$ cat src/rtl/serial_add_and_sub_pkg.sv
// Shared FSM state encoding for the bit-serial add/sub unit.
// No timing of its own; constants only.
// No flow control; imported by the top-level FSM.
package serial_add_and_sub_pkg;

  localparam logic [1:0] IDLE = 2'd0;
  localparam logic [1:0] RUN  = 2'd1;
  localparam logic [1:0] DONE = 2'd2;

endpackage

$ cat src/rtl/serial_add_and_sub_full_adder.sv
// One-bit full adder cell, shared with the ripple-carry add/sub units.
// Purely combinational, zero latency.
// No flow control.
module full_adder (
  input  logic a,
  input  logic b,
  input  logic c_in,
  output logic s,
  output logic c_out
);

  assign s     = a ^ b ^ c_in;
  assign c_out = (a & b) | (c_in & (a ^ b));

endmodule

$ cat src/rtl/serial_add_and_sub.sv
// Bit-serial adder/subtractor: sum = a + (b ^ {WIDTH{M}}) + c_in, one bit per clock.
// Latency WIDTH cycles from the accepting edge; one-cycle done pulse, result held.
// start is only honoured in IDLE or DONE; requests during RUN are dropped, not queued.
module serial_add_and_sub
  import serial_add_and_sub_pkg::*;
#(
  parameter int WIDTH = 4
) (
  input  logic             clk,
  input  logic             reset_n,
  input  logic             start,
  input  logic [WIDTH-1:0] a,
  input  logic [WIDTH-1:0] b,
  input  logic             c_in,
  input  logic             M,
  output logic             busy,
  output logic             done,
  output logic [WIDTH-1:0] sum,
  output logic             c_out
);

  localparam int CW = $clog2(WIDTH);
  localparam logic [CW-1:0] CNT_LAST = CW'(WIDTH - 1);

  logic [1:0]       state_q, state_d;
  logic [CW-1:0]    cnt_q, cnt_d;
  logic [WIDTH-1:0] opa_q, opa_d;
  logic [WIDTH-1:0] opb_q, opb_d;
  // Only WIDTH-1 bits are ever buffered: the last sum bit goes straight to the output register.
  logic [WIDTH-2:0] res_q, res_d;
  logic             carry_q, carry_d;
  logic [WIDTH-1:0] sum_q, sum_d;
  logic             c_out_q, c_out_d;

  logic             fa_s;
  logic             fa_co;
  logic [WIDTH-1:0] res_shift;

  full_adder u_fa (
    .a     (opa_q[0]),
    .b     (opb_q[0]),
    .c_in  (carry_q),
    .s     (fa_s),
    .c_out (fa_co)
  );

  // New sum bit enters from the MSB end so bit 0 lands in position 0 after WIDTH shifts.
  assign res_shift = {fa_s, res_q};

  // Next-state logic: capture on accepted start, shift one bit per RUN cycle, publish on the last.
  always_comb begin
    state_d = state_q;
    cnt_d   = cnt_q;
    opa_d   = opa_q;
    opb_d   = opb_q;
    res_d   = res_q;
    carry_d = carry_q;
    sum_d   = sum_q;
    c_out_d = c_out_q;
    case (state_q)
      IDLE, DONE: begin
        if (start) begin
          opa_d   = a;
          opb_d   = b ^ {WIDTH{M}};
          carry_d = c_in;
          cnt_d   = '0;
          res_d   = '0;
          state_d = RUN;
        end else begin
          state_d = IDLE;
        end
      end
      RUN: begin
        opa_d   = opa_q >> 1;
        opb_d   = opb_q >> 1;
        res_d   = res_shift[WIDTH-1:1];
        carry_d = fa_co;
        cnt_d   = cnt_q + CW'(1);
        if (cnt_q == CNT_LAST) begin
          sum_d   = res_shift;
          c_out_d = fa_co;
          state_d = DONE;
        end
      end
      default: state_d = IDLE;
    endcase
  end

  // State and datapath registers; async reset abandons any operation in flight.
  always_ff @(posedge clk or negedge reset_n) begin
    if (!reset_n) begin
      state_q <= IDLE;
      cnt_q   <= '0;
      opa_q   <= '0;
      opb_q   <= '0;
      res_q   <= '0;
      carry_q <= 1'b0;
      sum_q   <= '0;
      c_out_q <= 1'b0;
    end else begin
      state_q <= state_d;
      cnt_q   <= cnt_d;
      opa_q   <= opa_d;
      opb_q   <= opb_d;
      res_q   <= res_d;
      carry_q <= carry_d;
      sum_q   <= sum_d;
      c_out_q <= c_out_d;
    end
  end

  assign busy  = (state_q == RUN);
  assign done  = (state_q == DONE);
  assign sum   = sum_q;
  assign c_out = c_out_q;

endmodule

$ cat config.mk
export PLATFORM = sky130hd
export DESIGN_NAME = serial_add_and_sub
export DESIGN_NICKNAME = d
export VERILOG_FILES = /design/src/rtl/serial_add_and_sub_pkg.sv /design/src/rtl/serial_add_and_sub_full_adder.sv /design/src/rtl/serial_add_and_sub.sv
export SDC_FILE = /design/constraint.sdc
export NUM_CORES = 1
export LEC_CHECK = 0
export CORE_UTILIZATION = 35
export DETAILED_ROUTE_END_ITERATION = 7
export PLACE_DENSITY = 0.6
export SETUP_SLACK_MARGIN = 0.05
export SLEW_MARGIN = 40
export SYNTH_ARGS = -nofsm -noshare
export SYNTH_HDL_FRONTEND = slang
export SYNTH_SLANG_ARGS = --single-unit
$ cat constraint.sdc
create_clock -name clk -period 2.5 [get_ports clk]
set_clock_uncertainty 0.15 [all_clocks]
set_input_delay 0.25 -clock clk [delete_from_list [all_inputs] [get_ports clk]]
set_output_delay 0.25 -clock clk [all_outputs]
set_load 0.03 [all_outputs]
== Word level (Yosys, flattened, before mapping) ==
Cells that the tools add are included.

* Register bits: 21
* Input bits: 13

* Muxes and demuxes: 13
* Eq/ne operators: 5
* Bitwise operators: 6
* Add/sub/neg operators: 1
* Reduce and logical (&&, ||, !) cells: 5

{| class="wikitable"
|+ Operators with widths
! kind !! count
|-
| 4-bit case mux with 2 select lines || 2
|-
| 4-bit two-way mux || 2
|-
| 2-bit case mux with 2 select lines || 2
|-
| 3-bit case mux with 2 select lines || 1
|-
| 2-bit equality test, second input constant || 2
|-
| 2-bit two-way mux || 2
|-
| 2-bit AND reduction || 2
|-
| 4-bit XOR || 1
|-
| 3-bit two-way mux || 1
|-
| 2-bit by 1-bit adder with 2-bit output, second input constant || 1
|-
| 1-bit AND || 2
|-
| 2-bit by 1-bit equality test with 1-bit output, second input constant || 1
|-
| 2-bit logical NOT || 1
|-
| 1-bit two-way mux || 2
|-
| 2-bit by 1-bit inequality test with 1-bit output, second input constant || 1
|-
| 2-bit inequality test, second input constant || 1
|-
| 1-bit case mux with 2 select lines || 1
|-
| 2-bit nonzero test || 1
|-
| 2-bit OR reduction || 1
|-
| 1-bit XOR || 2
|-
| 1-bit OR || 1
|}

== Logic depth before layout (Yosys ltp) ==
* Depth in word-level cells: 4
* Depth in mapped cells: 5
* Gate-level depth less buffers: 3

== Modules after synthesis ==
From an unflattened synthesis, not the netlist that was laid out.

* Cell total of the unflattened synthesis: 66
* Area total of the unflattened synthesis: 927.1 um2

{| class="wikitable"
|+ By module, submodules not included
! module !! area each (um2) !! sequential area each (um2) !! cells an instance !! times used
|-
| serial_add_and_sub || 907.1 || 525.5 || 65 || 1
|-
| full_adder || 20.0 || 0.0 || 1 || 1
|}

== Worst setup path before layout ==
OpenSTA, ideal clock, no wires.

* Path type: reg-to-reg
* Start point: register carry_q
* End point: register carry_q
* Arrival: 1.146 ns
* Data required time: 2.232 ns
* Cell stages (with the launch flop): 4
* Slack: 1.086 ns
* Clock period less this slack: 1.414 ns
* Cell sequence: dfrtp_1 fa_1 a22o_1 a21o_1

* Word-level cells in the longest chain between the ends: 3

{| class="wikitable"
|+ Ends and longest elaborated chain
! element !! RTL line !! text
|-
| start: declaration || serial_add_and_sub.sv:31 || <nowiki>logic carry_q, carry_d;</nowiki>
|-
| start signal: assignment || serial_add_and_sub.sv:106 || <nowiki>carry_q <= carry_d;</nowiki>
|-
| 1-bit AND || serial_add_and_sub_full_adder.sv:13 || <nowiki>assign c_out = (a & b) | (c_in & (a ^ b));</nowiki>
|-
| 1-bit OR || serial_add_and_sub_full_adder.sv:13 ||
|-
| via fa_co || serial_add_and_sub.sv:36 || <nowiki>logic fa_co;</nowiki>
|-
| 1-bit case mux with 2 select lines || serial_add_and_sub.sv:60 || <nowiki>case (state_q)</nowiki>
|}

The timed path passes the listed nets, and every way through them passes these cells.
A chain may end at the register's enable or synchronous reset.

== Final worst setup path ==
* Start point: register state_q[0]
* End point: output busy

* Word-level cells in the longest chain between the ends: 1

{| class="wikitable"
|+ Ends and longest elaborated chain
! element !! RTL line !! text
|-
| start: declaration || serial_add_and_sub.sv:25 || <nowiki>logic [1:0] state_q, state_d;</nowiki>
|-
| start signal: assignment || serial_add_and_sub.sv:101 || <nowiki>state_q <= state_d;</nowiki>
|-
| 2-bit by 1-bit equality test with 1-bit output || serial_add_and_sub.sv:112 || <nowiki>assign busy = (state_q == RUN);</nowiki>
|-
| end: declaration || serial_add_and_sub.sv:16 || <nowiki>output logic busy,</nowiki>
|}

No other way between the ends.

==> results.md <==
* Fraction of layout cells with a size suffix above 1 at 17.2%
* Post-route DRC at 0
* Reg2reg path depth at 3
* IO buf count at 19
* Number of max-cap violations at 0
* Antenna viol nets, final at 0
* Final Hold Fails at 0
* Die W at 53.5 µm
* Detailed placement HPWL at 1.05 mm
* Register Area at 526 µm²
* Part of the cycle the worst path needs at 90.6%
* Antenna diodes at 0
* # clock sinks at 21
* Combinational fraction of design power at 48.4%
* Layout area overhead at 25.0%
* Crit path max fanout at 16
* CTS buffer count at 3
* Row count at 18
* Path type of the worst setup path: reg2out
* Initial DRC Count at 9
* Non-filler cells, final at 117
* Worst hold path type: in2async
* Unrepaired setup endpoints after global routing: no
* Sw Ratio at 37.3%
* Placed inst area at 1130 µm²
* Initial antenna violation count at 0
* # fillers at 235
* Seq pwr share at 40.4%
* DP Cell Count at 113
* Yosys warns at 0
* Final nets at 103
* Startpoint types: flop
* Reg2reg end: opb_q[2]
* Congestion Overflow GR at 0
* Syn_area_per_cell at 14.0 µm²
* Wire length of the first global-routing pass at 2.49 mm
* Post-Route WL at 1.47 mm
* Outcome: completed
* Number of global-route vias before repair at 540
* Least-Margin Pin Slew at 0.426 ns
* H-tree depth at 1
* Yosys top cell by area: dfrtp_1
* Post-route design area at 1160 µm²
* Power Dens Cells at 1240 nW/µm²
* Critical R2R Launch: state_q[0]
* WL/cell at 12.6 µm
* Hold_buf cts at 0
* CTS Buffer Depth at 2
* Largest net degree at the start of global routing at 22
* Worst Slack Setup Final at 0.236 ns
* Clock power share at 11.2%
* Net switching power at 0.000537 W
* Flops & latches, synth at 21
* Initial core utilization at 37.1%
* CTS clk-pin slew, worst paths at 0.12 ns
* Final Max Slew Viols at 0
* All-Layer GR Usage at 12.6%
* CTS tree: built
* Post-Synthesis Cell Area at 927 µm²
* Via count at 585
* Netlist cell types at 20
* Die Y at 53.5 µm
* Number of I/O pins at 20
* Core Util, Final at 46.3%
* Clk_lat worst skew at 0.30 ns
* Post-cts resize count at 0
* Maximum VDD drop at 0.666 mV
* Die Area at 2860 µm²
* CP required at 2.10 ns
* R2R Setup Slk at 0.95 ns
* Synth top area share at 56.7%
* Setup violations, final at 0
* TNS Setup at 0 ns
* Tmin final at 2.26 ns
* Multi-input gate area at 355 µm²
* Crit path DAT at 1.86 ns
* Net Count, Synth at 81
* Relative slew margins at 71.5%
* Place WS at 0.567 ns
* 1st-pass router iterations at 2
* Sequential share of the synthesized area at 56.7%
* Drt via density at 5.00
* P_int at 0.000904 W
* LEAKAGE at 0.554 nW
* Area of the core at 2500 µm²
* Root Buffer: clkbuf_4
* Critical path capture point type: primary output
* Placer Congestion at 0.698
* # Post-CTS Setup Buffers at 0
* Max Clock Freq at 0.442 GHz
* Synth Instances at 66
* Top post-synthesis cells by area: dfrtp_1, a22o_1, mux2_2, buf_6, a221o_1
## final cells by class
cell class	instances	area share [%]
Sequential cell	21	45.4
Inverter	2	0.648
Multi-Input combinational cell	39	30.7
Tap cell	30	3.24
Clock buffer	3	1.94
Timing Repair Buffer	21	17.7
Clock inverter	1	0.432
## cell usage in the layout (no fill, tap or decap), types with 2 or more instances in the layout
cell             netlist  final
a21o_1                 4      4
a221o_1                3      3
a22o_1                10     10
buf_4                  0      2
clkbuf_4               0      3
clkdlybuf4s50_1        0     19
dfrtp_1               21     21
inv_1                  2      2
mux2_2                 6      6
nor2_1                 3      3
xnor2_1                3      3
## worst max path at each step
stage	from	to	slack [ns]	cells past startpoint
after detailed placement	state_q[0]	busy	0.57	2
after floorplan	carry_q	carry_q	1.09	3
after CTS	state_q[0]	busy	0.21	2
after global routing	state_q[0]	busy	0.12	2
final	state_q[0]	busy	0.24	2
after global placement	state_q[1]	busy	0.57	2
## registers in the layout, summed over array words and instances, names as in the netlist
signal	cells
c_out	1
carry_q	1
cnt_q	2
opa_q	4
opb_q	4
res_q	3
state_q	2
sum	4
## stage by stage
| stage | total power, W | hold slack (ns) |
|---|---|---|
| floorplan | 0.00114 | -0.196 |
| global placement | 0.00128 | 0.316 |
| detailed placement | 0.00129 | 0.320 |
| CTS | 0.00146 | 0.134 |
| global route | 0.00155 | 0.139 |
| finish | 0.00144 | 0.125 |
## layer usage
metal  share of wire (%)  GRT usage (%)  vias to the layer above
met3                 4.6           5.17                        2
met2                  46           18.1                       12
met5                   0              0                        -
li1                    -              -                      278
met1                  49           17.1                      293
met4                0.68           3.95                        0
## critical path: stages, from the launching register on
cell,delay [ns]
dfrtp_1,0.39
nor2b_4,0.41
clkdlybuf4s50_1,0.76
## Yosys cell counts
master / count
a21o_1: 4
a221o_1: 3
a22o_1: 10
and2b_1: 1
buf_2: 1
buf_6: 3
dfrtp_1: 21
fa_1: 1
ha_1: 1
inv_1: 2
mux2_2: 6
nand2_4: 1
nand2b_1: 1
nor2_1: 3
nor2_4: 1
nor2b_1: 1
nor2b_4: 1
o21ai_0: 1
xnor2_1: 3
xor2_1: 1
## power by group through the flow
stage,Clock (W),Combinational [W],Sequential [W]
after floorplan,0,0.000493,0.000646
after global placement,0,0.000695,0.000587
after detailed placement,0,0.000703,0.000590
after CTS,0.000172,0.000708,0.000581
after global routing,0.000184,0.000769,0.000601
final,0.000162,0.000697,0.000582
## kinds of logic after synthesis
kind of cell	Yosys count	share of synthesized area, %
compound gates	18	16.5
xor+xnor	4	3.78
fa+ha+maj	2	3.51
buf+inv	6	4.99
flops	21	56.7
mux	6	7.29
simple gates	9	7.29
Power figures use the tool's default switching activity.
